==> src/rtl/riscv_pkg.sv <==
// Shared types for the ID/EX operand stage: ALU opcodes, the registered EX slot and x0.
// Purely declarative; no latency or flow control of its own.
package riscv_pkg;

    localparam int XLEN  = 32;
    localparam int OP_W  = 4;
    localparam int REG_W = 5;

    localparam logic [REG_W-1:0] REG_ZERO = '0;

    typedef enum logic [OP_W-1:0] {
        ALU_AND = 4'b0000,
        ALU_SUB = 4'b0001,
        ALU_ADD = 4'b0010,
        ALU_BNE = 4'b0011,
        ALU_OR  = 4'b0100,
        ALU_XOR = 4'b0101,
        ALU_BGE = 4'b0110,
        ALU_BLT = 4'b0111,
        ALU_EQ  = 4'b1000
    } alu_op_e;

    // An all-zero id_ex_t is a bubble: not valid, no write-back, no load.
    typedef struct packed {
        logic             valid;
        logic [REG_W-1:0] rs1;
        logic [REG_W-1:0] rs2;
        logic [REG_W-1:0] rd;
        logic [XLEN-1:0]  rs1_data;
        logic [XLEN-1:0]  rs2_data;
        logic [XLEN-1:0]  imm;
        logic             alu_src;
        logic [OP_W-1:0]  alu_op;
        logic             mem_read;
        logic             reg_write;
    } id_ex_t;

endpackage

==> src/rtl/id_ex_operand_stage_fwd_mux.sv <==
// Operand forwarding select: MEM result over WB result over register-file data; x0 never forwarded.
// Latency: combinational. Backpressure: none.
module fwd_mux
    import riscv_pkg::*;
#(
    parameter int DATA_WIDTH = XLEN,
    parameter int REG_ADDR_W = REG_W
) (
    input  logic [REG_ADDR_W-1:0] i_rs,
    input  logic [DATA_WIDTH-1:0] i_rs_data,
    input  logic [REG_ADDR_W-1:0] i_mem_rd,
    input  logic                  i_mem_reg_write,
    input  logic [DATA_WIDTH-1:0] i_mem_result,
    input  logic [REG_ADDR_W-1:0] i_wb_rd,
    input  logic                  i_wb_reg_write,
    input  logic [DATA_WIDTH-1:0] i_wb_result,
    output logic [DATA_WIDTH-1:0] o_operand
);

    logic w_mem_hit;
    logic w_wb_hit;

    assign w_mem_hit = i_mem_reg_write && (i_mem_rd != REG_ZERO) && (i_mem_rd == i_rs);
    assign w_wb_hit  = i_wb_reg_write  && (i_wb_rd  != REG_ZERO) && (i_wb_rd  == i_rs);

    always_comb begin
        o_operand = i_rs_data;
        if (w_mem_hit) begin
            o_operand = i_mem_result;
        end else if (w_wb_hit) begin
            o_operand = i_wb_result;
        end
    end

endmodule

==> src/rtl/id_ex_operand_stage.sv <==
// ID/EX register with MEM/WB forwarding, load-use stall/bubble insertion and flush; counts bubbles.
// Latency: 1 cycle ID->SrcA/SrcB/Operation. Backpressure: id_stall holds ID for one cycle per load-use bubble.
module id_ex_operand_stage
    import riscv_pkg::*;
#(
    parameter int DATA_WIDTH    = XLEN,
    parameter int OPCODE_LENGTH = OP_W,
    parameter int REG_ADDR_W    = REG_W,
    parameter int CNT_WIDTH     = 16
) (
    input  logic                     clk,
    input  logic                     reset,
    input  logic                     id_valid,
    input  logic [REG_ADDR_W-1:0]    id_rs1,
    input  logic [REG_ADDR_W-1:0]    id_rs2,
    input  logic [REG_ADDR_W-1:0]    id_rd,
    input  logic [DATA_WIDTH-1:0]    id_rs1_data,
    input  logic [DATA_WIDTH-1:0]    id_rs2_data,
    input  logic [DATA_WIDTH-1:0]    id_imm,
    input  logic                     id_alu_src,
    input  logic [OPCODE_LENGTH-1:0] id_alu_op,
    input  logic                     id_mem_read,
    input  logic                     id_reg_write,
    input  logic                     flush,
    input  logic [REG_ADDR_W-1:0]    mem_rd,
    input  logic                     mem_reg_write,
    input  logic [DATA_WIDTH-1:0]    mem_result,
    input  logic [REG_ADDR_W-1:0]    wb_rd,
    input  logic                     wb_reg_write,
    input  logic [DATA_WIDTH-1:0]    wb_result,
    output logic                     id_stall,
    output logic                     ex_valid,
    output logic [DATA_WIDTH-1:0]    SrcA,
    output logic [DATA_WIDTH-1:0]    SrcB,
    output logic [OPCODE_LENGTH-1:0] Operation,
    output logic [REG_ADDR_W-1:0]    ex_rd,
    output logic                     ex_mem_read,
    output logic                     ex_reg_write,
    output logic [DATA_WIDTH-1:0]    ex_rs2_fwd,
    output logic [CNT_WIDTH-1:0]     bubble_count
);

    id_ex_t                  r_ex;
    id_ex_t                  w_ex_next;
    logic [CNT_WIDTH-1:0]    r_bubble_cnt;
    logic                    w_hazard;
    logic [DATA_WIDTH-1:0]   w_rs1_fwd;
    logic [DATA_WIDTH-1:0]   w_rs2_fwd;

    // Load in EX whose destination is read by the instruction in ID.
    assign w_hazard = id_valid && r_ex.valid && r_ex.mem_read && (r_ex.rd != REG_ZERO)
                      && ((r_ex.rd == id_rs1) || (r_ex.rd == id_rs2));
    assign id_stall = w_hazard && !flush;

    always_comb begin
        w_ex_next = '0;
        if (!flush && !w_hazard) begin
            w_ex_next.valid     = id_valid;
            w_ex_next.rs1       = id_rs1;
            w_ex_next.rs2       = id_rs2;
            w_ex_next.rd        = id_rd;
            w_ex_next.rs1_data  = id_rs1_data;
            w_ex_next.rs2_data  = id_rs2_data;
            w_ex_next.imm       = id_imm;
            w_ex_next.alu_src   = id_alu_src;
            w_ex_next.alu_op    = id_alu_op;
            w_ex_next.mem_read  = id_mem_read;
            w_ex_next.reg_write = id_reg_write;
        end
    end

    always_ff @(posedge clk or negedge reset) begin
        if (!reset) begin
            r_ex         <= '0;
            r_bubble_cnt <= '0;
        end else begin
            r_ex <= w_ex_next;
            // Only load-use bubbles are counted; the counter sticks at all-ones.
            if (id_stall && (r_bubble_cnt != {CNT_WIDTH{1'b1}})) begin
                r_bubble_cnt <= r_bubble_cnt + 1'b1;
            end
        end
    end

    fwd_mux #(
        .DATA_WIDTH (DATA_WIDTH),
        .REG_ADDR_W (REG_ADDR_W)
    ) u_fwd_rs1 (
        .i_rs            (r_ex.rs1),
        .i_rs_data       (r_ex.rs1_data),
        .i_mem_rd        (mem_rd),
        .i_mem_reg_write (mem_reg_write),
        .i_mem_result    (mem_result),
        .i_wb_rd         (wb_rd),
        .i_wb_reg_write  (wb_reg_write),
        .i_wb_result     (wb_result),
        .o_operand       (w_rs1_fwd)
    );

    fwd_mux #(
        .DATA_WIDTH (DATA_WIDTH),
        .REG_ADDR_W (REG_ADDR_W)
    ) u_fwd_rs2 (
        .i_rs            (r_ex.rs2),
        .i_rs_data       (r_ex.rs2_data),
        .i_mem_rd        (mem_rd),
        .i_mem_reg_write (mem_reg_write),
        .i_mem_result    (mem_result),
        .i_wb_rd         (wb_rd),
        .i_wb_reg_write  (wb_reg_write),
        .i_wb_result     (wb_result),
        .o_operand       (w_rs2_fwd)
    );

    assign ex_valid     = r_ex.valid;
    assign SrcA         = w_rs1_fwd;
    assign SrcB         = r_ex.alu_src ? r_ex.imm : w_rs2_fwd;
    assign Operation    = r_ex.alu_op;
    assign ex_rd        = r_ex.rd;
    assign ex_mem_read  = r_ex.mem_read;
    assign ex_reg_write = r_ex.reg_write;
    assign ex_rs2_fwd   = w_rs2_fwd;
    assign bubble_count = r_bubble_cnt;

endmodule
==> config.mk <==
export PLATFORM = sky130hd
export DESIGN_NAME = id_ex_operand_stage
export DESIGN_NICKNAME = d
export VERILOG_FILES = /design/src/rtl/riscv_pkg.sv /design/src/rtl/id_ex_operand_stage_fwd_mux.sv /design/src/rtl/id_ex_operand_stage.sv
export SDC_FILE = /design/constraint.sdc
export NUM_CORES = 1
export LEC_CHECK = 0
export BUFFER_PORTS_ARGS = -buffer_cell sky130_fd_sc_hd__buf_4
export CAP_MARGIN = 30
export CORE_ASPECT_RATIO = 1.75
export CORE_MARGIN = 2
export CORE_UTILIZATION = 37
export DETAILED_ROUTE_END_ITERATION = 7
export PLACE_DENSITY = 0.71
export SLEW_MARGIN = 5
export SYNTH_ARGS = -nofsm -noshare
export SYNTH_HDL_FRONTEND = slang
export SYNTH_HIERARCHICAL = 1
export SYNTH_SLANG_ARGS = --single-unit
export TNS_END_PERCENT = 100
==> constraint.sdc <==
create_clock -name clk -period 2.25 [get_ports clk]
set_input_delay 0.1125 -clock clk [delete_from_list [all_inputs] [get_ports clk]]
set_output_delay 0.1125 -clock clk [all_outputs]
set_load 0.005 [all_outputs]
== Yosys cells after proc, flatten, opt, wreduce, memory -nomap -nowiden ==
Index checks and enable logic that the tools add are counted.

* Register bits after elaboration: 135
* Input port bits: 198
* Output and inout bits: 125
* Logic and storage cells: 45

* $add $sub $neg: 1
* Multiplexer cells: 6
* Equality and inequality tests: 7
* Reduce and logical (&&, ||, !) cells: 19

{| class="wikitable"
|+ Operators by type and width
! cell !! count
|-
| $mux 32 || 5
|-
| $mux 119 || 1
|-
| $eq 5x5->1 || 6
|-
| $add 16x1->16 const B || 1
|-
| $ne 16x16->1 const B || 1
|-
| $reduce_bool 5->1 || 3
|-
| $logic_and 1x1->1 || 13
|-
| $logic_not 1->1 || 2
|-
| $logic_or 1x1->1 || 1
|}

== Longest topological paths before layout ==
Gate-level depths: netlist of the first run.

* Word-level depth: 7
* Gate-level depth with buffers: 7

== Cells and area by module ==
The synthesis of the first run kept the hierarchy.

{| class="wikitable"
|+ Modules (own cells, without submodules)
! module !! area an instance (um2) !! cells each !! sequential area each (um2) !! instances
|-
| id_ex_operand_stage || 5,258.8 || 399 || 3,378.2 || 1
|-
| fwd_mux || 1,167.4 || 185 || 0.0 || 2
|}

== Worst setup path after synthesis of the first run ==
No wires, ideal clock.

* Path type: reg-to-reg
* Start point: register r_ex (netlist bit ex_rd[1])
* End point: register r_ex[108] in the netlist's numbering
* Stages on the path, launching flop included: 8
* Setup time: 0.064 ns
* Buffers on the path: 2
* Period minus slack after synthesis: 1.850 ns
* Setup slack: 0.400 ns
* Data arrival time: 1.785 ns
* Cell sequence: dfrtp_1 or4_4 o21ai_4 inv_1 a21oi_2 clkbuf_2 buf_6 and2_2

{| class="wikitable"
|+ RTL lines
! what !! line !! text
|-
| from (decl) || id_ex_operand_stage.sv:43 || <nowiki>id_ex_t r_ex;</nowiki>
|-
| from (signal assigned) || id_ex_operand_stage.sv:77 || <nowiki>r_ex <= w_ex_next;</nowiki>
|}

== Final worst setup path of the first run ==
* Start point: register r_ex[112] in the netlist's numbering
* End point: output SrcB[25]

* Longest elaborated chain between the ends: 5
* Elaborated cells on any way between the ends: 7

{| class="wikitable"
|+ RTL lines
! what !! line !! text
|-
| $eq 5x5->1 || id_ex_operand_stage_fwd_mux.sv:24 || <nowiki>assign w_wb_hit = i_wb_reg_write && (i_wb_rd != REG_ZERO) && (i_wb_rd == i_rs);</nowiki>
|-
| $logic_and 1x1->1 || id_ex_operand_stage_fwd_mux.sv:24 ||
|-
| $mux 32 || id_ex_operand_stage_fwd_mux.sv:30 || <nowiki>end else if (w_wb_hit) begin</nowiki>
|-
| $mux 32 (*) || id_ex_operand_stage_fwd_mux.sv:28 || <nowiki>if (w_mem_hit) begin</nowiki>
|-
| $mux 32 (*) || id_ex_operand_stage.sv:117 || <nowiki>assign SrcB = r_ex.alu_src ? r_ex.imm : w_rs2_fwd;</nowiki>
|-
| to (decl) || id_ex_operand_stage.sv:34 || <nowiki>output logic [DATA_WIDTH-1:0] SrcB,</nowiki>
|}

Mark *: on every way between the ends. The rest lies on a longest branch, timed or not.

==> metrics.csv, run 1 <==
metric;value;unit
outcome;finished, violations left;
violations;setup timing;
seq_power_share;0.320;
worst_ep_required_time;2.14;ns
half_perimeter_wire_length_after_detailed_placement;21100;um
total_leakage_power;0.00625;uW
largest_net_degree_at_the_start_of_global_routing;136;
power.share.clock;0.380;
path_category_of_the_worst_min_delay_check;input pin to flop;
layout-area-overhead-vs-synth;102;%
cts_max_path_buffers;2;
core_region_area;0.0202;mm^2
power.density;535;mW/mm^2
seq_area_frac_synth;0.445;
nNetsFinal;1446;
routed_wire_length_per_instance;25.5;um
floorplan_die_area;0.0217;mm^2
cts.reportedPaths.clkPinSlew;0.06;ns
grtUsageTotal;0.309;
io_pins;323;
setup-tns-final;-11.12;ns
die_w;112;um
antenna_left;0;
htree_levels;4;
peakVddDrop;558;uV
ys_seq_elements;135;
critical_path_peak_fanout;8;
cell_area_after_synthesis;0.00759;mm^2
crit_type;flop to output pin;
hold_viol;0;
synth_top_area_cell;sky130_fd_sc_hd__dfrtp_1;
timing.critical_path.from_type;flop;
netlist_top_cells_area;sky130_fd_sc_hd__dfrtp_1 (44%), sky130_fd_sc_hd__and2_1 (8.7%), sky130_fd_sc_hd__o31ai_1 (6.3%);
sw_frac_of_total;0.298;
finalMaxSlewViolations;0;
worst_hold_slack;0.0929;ns
tightest_slew;0.773;ns
switching_power_of_the_nets;2450;uW
share_of_total_power_in_combinational_logic;0.300;
clock-skew-final;0.00765;ns
achievable-frequency;398;MHz
share_of_final_layout_standard_cells_stronger_than_drive_strength_1;0.573;
rows;69;
multi_input_comb_area;0.00582;mm^2
placer_s_final_routability_congestion_estimate;0.881;
finalCriticalPeriod;2.51;ns
internal_power;5770;uW
floorplan.initialDensity;0.376;
grt_pass1_wl;51600;um
drv_cap;0;
grt_antenna_before_repair;0;
clk_root_buffer_cell;sky130_fd_sc_hd__clkbuf_16;
fin_area;0.0153;mm^2
synth.yosys.warnings;6;
initialDrtViolationCount;782;
vias_per_cell;6.06;
firstDrtPassIters;8;
clock_tree_from_tritoncts;done;
remaining_drc_errors;0;
critPathCaptureType;output pin;
max-slew-margin-rel;0.485;
io_buffers;322;
cts_num_sinks;135;
length_in_cells_of_the_worst_reg_to_reg_path;6;
synth.top_cell.area_share;0.445;
cts_inserted_buffers;17;
layout_commonest_cell;sky130_fd_sc_hd__buf_4;
synth.lib_cells_used.distinct;39;
post_synth.cell_area_avg;9.87;um^2
route.final.wire_length;38500;um
final-seq-area;0.00339;mm^2
detailroute.via_count;9145;
crit_arrival;2.40;ns
number_of_global_route_vias_before_repair;9275;
grt_setup_unrepaired;true;
worstHoldPathCells;4;
num_antenna_cells;0;
synthesized_netlist_cell_count;769;
final_ws_setup;-0.263;ns
total_nets_after_synthesis;968;
count_of_fill_cells_added_during_filler_insertion;1225;
postPlaceCellArea;0.0103;mm^2
chipHeight;194;um
layout_worst_path_cycle_share;1.12;
most-common-layout-cells;sky130_fd_sc_hd__buf_4 (345), sky130_fd_sc_hd__dfrtp_1 (128), sky130_fd_sc_hd__dlygate4sd3_1 (120);
clk_latency;0.44;ns
grt.overflow.total;0;
finalSetupViolations;93;
[power groups by stage]
| stage | registers (uW) | logic (uW) | clock network [uW] |
|---|---|---|---|
| finish | 2630 | 2460 | 3120 |
| global route | 2640 | 2550 | 3250 |
| CTS | 2610 | 2020 | 3140 |
| detailed placement | 2630 | 1440 | 0 |
| global placement | 2620 | 1430 | 0 |
| floorplan | 2610 | 611 | 0 |
[path summary, 6_finish.rpt]
| path | end | slack, ns | from |
|---|---|---|---|
| min in group asynchronous | r_ex[28] | 0.37 | reset |
| max reg2reg | bubble_count[1] | 0.12 | ex_rd[1] |
| max in group asynchronous | r_ex[6] | 1.27 | reset |
| min | bubble_count[14] | 0.09 | flush |
| min reg2reg | bubble_count[11] | 0.51 | bubble_count[11] |
| max | SrcB[25] | -0.26 | r_ex[112] |
[cells in the mapped netlist]
| cell type | instances |
|---|---|
| sky130_fd_sc_hd__ha_1 | 1 |
| sky130_fd_sc_hd__and2_1 | 105 |
| sky130_fd_sc_hd__and3_1 | 4 |
| sky130_fd_sc_hd__and4_1 | 3 |
| sky130_fd_sc_hd__buf_6 | 8 |
| sky130_fd_sc_hd__buf_4 | 11 |
| sky130_fd_sc_hd__nand2_1 | 15 |
| sky130_fd_sc_hd__o22ai_1 | 1 |
| sky130_fd_sc_hd__inv_1 | 1 |
| sky130_fd_sc_hd__or4_4 | 3 |
| sky130_fd_sc_hd__buf_1 | 9 |
| sky130_fd_sc_hd__a21oi_4 | 2 |
| sky130_fd_sc_hd__or2_1 | 2 |
| sky130_fd_sc_hd__o21ai_4 | 1 |
| sky130_fd_sc_hd__nor4bb_1 | 1 |
| sky130_fd_sc_hd__xor2_1 | 1 |
| sky130_fd_sc_hd__clkbuf_2 | 11 |
| sky130_fd_sc_hd__o31ai_1 | 64 |
| sky130_fd_sc_hd__nor2_1 | 10 |
| sky130_fd_sc_hd__nor2b_1 | 1 |
| sky130_fd_sc_hd__nand4b_1 | 2 |
| sky130_fd_sc_hd__o21a_1 | 2 |
| sky130_fd_sc_hd__or3_1 | 2 |
| sky130_fd_sc_hd__clkbuf_1 | 48 |
| sky130_fd_sc_hd__and2_2 | 19 |
| sky130_fd_sc_hd__nor3_1 | 2 |
| sky130_fd_sc_hd__a31oi_1 | 64 |
| sky130_fd_sc_hd__and3b_1 | 1 |
| sky130_fd_sc_hd__nor4_1 | 69 |
| sky130_fd_sc_hd__nand4_1 | 70 |
| sky130_fd_sc_hd__buf_2 | 7 |
| sky130_fd_sc_hd__a21oi_2 | 1 |
| sky130_fd_sc_hd__nand3_1 | 16 |
| sky130_fd_sc_hd__mux2_2 | 33 |
| sky130_fd_sc_hd__dfrtp_1 | 135 |
| sky130_fd_sc_hd__xnor2_1 | 40 |
| sky130_fd_sc_hd__nor4b_1 | 1 |
| sky130_fd_sc_hd__nand3b_1 | 1 |
| sky130_fd_sc_hd__o21ai_1 | 2 |
[state kept, by name, indices dropped and copies added, names as in the netlist]
register,cells
ex_valid,1
ex_reg_write,1
r_ex,107
bubble_count,16
ex_rd,5
ex_mem_read,1
Operation,4
[routing by layer]
metal / vias up / track usage / wire length, um
met4: 0 / 0.163 / 2330
met1: 4493 / 0.337 / 13100
li1: 3854 / - / -
met3: 175 / 0.0652 / 2860
met2: 623 / 0.553 / 20300
met5: - / 0 / 0
[what timing repair did]
item / in CTS / in global routing
buffers inserted: 37 / 21
pin swaps: 118 / 78
hold buffers: 120 / 0
endpoints found under the hold margin: 254 / 0
endpoints found under the setup margin: 97 / 97
gates resized for setup: 206 / 195
gates cloned: 6 / 11
[logic make-up after synthesis]
kind of cell | Yosys count | share of synthesized area
and+or+nand+nor | 327 | 0.266
AOI/OAI and AO/OA | 137 | 0.128
DFF | 135 | 0.445
buffers and inverters | 95 | 0.0633
xor gates and xnor gates | 41 | 0.0473
muxes | 33 | 0.0489
adders and majority gates | 1 | 0.00165
[worst max-delay path: stages, from the launching register on]
cell	delay, ns
sky130_fd_sc_hd__dfrtp_1	0.37
sky130_fd_sc_hd__or2_1	0.24
sky130_fd_sc_hd__o21a_4	0.27
sky130_fd_sc_hd__buf_12	0.18
sky130_fd_sc_hd__o31ai_4	0.30
sky130_fd_sc_hd__a31oi_4	0.15
sky130_fd_sc_hd__mux2_2	0.29
sky130_fd_sc_hd__buf_4	0.14
[through the flow]
step	cells	util	setup WS [ns]	total power, uW
final	1508	0.760	-0.263	8210
after global placement	1286	0.512	0.0918	4050
after global routing	1508	0.760	-0.313	8440
after detailed placement	1286	0.512	0.0805	4070
after floorplan	769	-	0.400	3230
after CTS	1480	0.684	-0.185	7770
[cell type report]
class,count,share of cell area
clock buffers,21,0.0313
repair buffers,552,0.337
inverters,1,0.000245
well taps,248,0.0202
clock inverters,11,0.0111
multi-input cells,540,0.379
flip-flops and latches,135,0.221
No activity file was read; power rests on OpenSTA's default activity.
==> run 2, diff against run 1 <==
--- a/config.mk
+++ b/config.mk
@@ -12,6 +12,7 @@
 export CORE_UTILIZATION = 37
 export DETAILED_ROUTE_END_ITERATION = 7
 export PLACE_DENSITY = 0.71
+export SETUP_SLACK_MARGIN = 0.4
 export SLEW_MARGIN = 5
 export SYNTH_ARGS = -nofsm -noshare
 export SYNTH_HDL_FRONTEND = slang
==> run 2 against run 1 <==
- the run still ends with setup timing left
- setup slack worse by 0.16 ns
- sequential cell count stayed put
- global-route usage is 0.82 points higher
- sequential share of layout area is 0.54 points lower
- critical path type unchanged
- combinational power is 3% higher
- total power is 1.1% higher
- register-to-register slack worse by 0.08 ns
- worst hold slack better by 0.018 ns
- clock power hardly changed
- clock-buffer cell count stayed put
- critical path depth stayed put
==> metrics.csv, run 2 (same netlist as run 1, synthesis figures left out) <==
metric;value;unit;change
clock-skew-final;0.00874;ns;was 0.00765 ns
grt.overflow.total;0;;unchanged
peakVddDrop;481;uV;was 558 uV
hold_worst_path_end;bubble_count[3];;was bubble_count[14]
utilization;0.778;;was 0.760
worst_ep_required_time;2.14;ns;about the same
routed_wire_length_per_instance;27.3;um;was 25.5 um
crit_arrival;2.56;ns;was 2.40 ns
length_in_cells_of_the_worst_reg_to_reg_path;8;;was 6
drv_cap;0;;unchanged
achievable-frequency;375;MHz;was 398 MHz
placer_s_final_routability_congestion_estimate;0.881;;unchanged
remaining_drc_errors;0;;unchanged
worstHoldPathCells;4;;unchanged
most-common-layout-cells;sky130_fd_sc_hd__buf_4 (330), sky130_fd_sc_hd__dfrtp_1 (130), sky130_fd_sc_hd__dlygate4sd3_1 (120);;was sky130_fd_sc_hd__buf_4 (345), sky130_fd_sc_hd__dfrtp_1 (128), sky130_fd_sc_hd__dlygate4sd3_1 (120)
grt_setup_unrepaired;true;;unchanged
half_perimeter_wire_length_after_detailed_placement;21100;um;unchanged
path_category_of_the_worst_min_delay_check;input pin to flop;;unchanged
grt_pass1_wl;52800;um;was 51600 um
timing.critical_path.from_type;flop;;unchanged
chipHeight;194;um;unchanged
floorplan_die_area;0.0217;mm^2;unchanged
clk_latency;0.43;ns;was 0.44 ns
final-seq-area;0.00338;mm^2;was 0.00339 mm^2
dp_cells;1286;;unchanged
htree_levels;4;;unchanged
cts.reportedPaths.clkPinSlew;0.06;ns;about the same
r2r_end;ex_mem_read;;was bubble_count[1]
critical_path_peak_fanout;16;;was 8
io_buffers;322;;unchanged
finalCriticalPeriod;2.67;ns;was 2.51 ns
final_ws_setup;-0.419;ns;was -0.263 ns
internal_reg_to_reg_setup_slack;0.04;ns;was 0.12 ns
setup-tns-final;-15.34;ns;was -11.12 ns
largest_register_ffs;107;;unchanged
hp-start;flush;;unchanged
io_pins;323;;unchanged
core_region_area;0.0202;mm^2;unchanged
max-slew-margin-rel;0.495;;was 0.485
final-instance-count-excl-fill;1518;;was 1508
hold_viol;0;;unchanged
power.density;528;mW/mm^2;was 535 mW/mm^2
initialDrtViolationCount;731;;was 782
floorplan.initialDensity;0.376;;unchanged
cts_inserted_buffers;17;;unchanged
nNetsFinal;1453;;was 1446
count_of_fill_cells_added_during_filler_insertion;1169;;was 1225
share_of_final_layout_standard_cells_stronger_than_drive_strength_1;0.639;;was 0.573
tightest_slew;0.757;ns;was 0.773 ns
grt_antenna_before_repair;3;;was 0
preCtsSetupSlack;0.0805;ns;unchanged
violations;setup timing;;unchanged
cts_max_path_buffers;2;;unchanged
grtUsageTotal;0.317;;was 0.309
layout_commonest_cell;sky130_fd_sc_hd__buf_4;;unchanged
worst_hold_slack;0.111;ns;was 0.0929 ns
crit_type;flop to output pin;;unchanged
total_leakage_power;0.00653;uW;was 0.00625 uW
layout-area-overhead-vs-synth;107;%;was 102%
layout_worst_path_cycle_share;1.19;;was 1.12
outcome;finished, violations left;;unchanged
max_flop_register;r_ex;;unchanged
die_w;112;um;unchanged
route.final.wire_length;41500;um;was 38500 um
firstDrtPassIters;5;;was 8
detailroute.via_count;9328;;was 9145
finalMaxSlewViolations;0;;unchanged
largest_net_degree_at_the_start_of_global_routing;136;;unchanged
antenna_left;0;;unchanged
finalSetupViolations;95;;was 93
rows;69;;unchanged
clock_tree_from_tritoncts;done;;unchanged
clk_root_buffer_cell;sky130_fd_sc_hd__clkbuf_16;;unchanged
multi_input_comb_area;0.00584;mm^2;was 0.00582 mm^2
cts_num_sinks;135;;unchanged
number_of_global_route_vias_before_repair;9277;;was 9275
critPathCaptureType;output pin;;unchanged
vias_per_cell;6.14;;was 6.06
r2r_start;ex_rd[2];;was ex_rd[1]
## run 2: changes by cell type in the layout (fill, tap and decap cells not counted), sizes merged
cell / delta
buf: +1
clkbuf: +6
diode: +3
## run 2: layout make-up
class,instances,share of cell area
inverter,1,0.000239
antenna,3,0.000477
multi-input combinational,540,0.371
clock buffer,21,0.0306
sequential,135,0.215
tap,248,0.0197
clock inverter,11,0.0108
timing repair buffer,559,0.351
## run 2: power by group
| group | switching [uW] | total (uW) | internal (uW) |
|---|---|---|---|
| Sequential | 85.0 | 2630 | 2540 |
| Combinational | 1230 | 2540 | 1320 |
| Clock | 1160 | 3130 | 1970 |
| Total | 2470 | 8300 | 5830 |
## run 2: layer usage
metal | up-vias | wire (um) | part of all wire | GRT usage
li1 | 3871 | - | - | -
met1 | 4561 | 13700 | 0.33 | 0.336
met2 | 660 | 21700 | 0.52 | 0.568
met3 | 236 | 3000 | 0.072 | 0.0717
met4 | 0 | 3090 | 0.075 | 0.181
met5 | - | 0 | 0 | 0
## run 2: worst max path at each step
stage | start | end | slack (ns)
after floorplan | ex_rd[1] | r_ex[108] | 0.40
after global placement | r_ex[112] | SrcB[30] | 0.09
after detailed placement | r_ex[117] | SrcA[2] | 0.08
after CTS | r_ex[110] | SrcB[0] | -0.21
after global routing | r_ex[110] | SrcB[15] | -0.39
final | r_ex[108] | SrcB[22] | -0.42
## run 2: what timing repair did
action,in CTS,in global routing
setup buffers,22,22
cloned,11,22
gates resized for setup,242,230
hold endpoints to repair,254,0
setup endpoints to repair,232,232
hold buffers,120,0
pin swaps,39,161
## run 2: stage by stage
| stage | total power, uW | area, um^2 |
|---|---|---|
| after detailed placement | 4070 | 10300 |
| after global placement | 4050 | 10300 |
| after CTS | 7760 | 14000 |
| final | 8300 | 15700 |
| after global routing | 8520 | 15700 |
| after floorplan | 3230 | 7590 |
## run 2: worst max-delay path, cell delays in order (launching register included)
cell and delay, ns:
sky130_fd_sc_hd__dfrtp_1 0.43, sky130_fd_sc_hd__xnor2_2 0.30, sky130_fd_sc_hd__and3_4 0.30, sky130_fd_sc_hd__buf_12 0.17
sky130_fd_sc_hd__nand4_1 0.32, sky130_fd_sc_hd__a31oi_4 0.27, sky130_fd_sc_hd__mux2_2 0.21, sky130_fd_sc_hd__buf_4 0.11
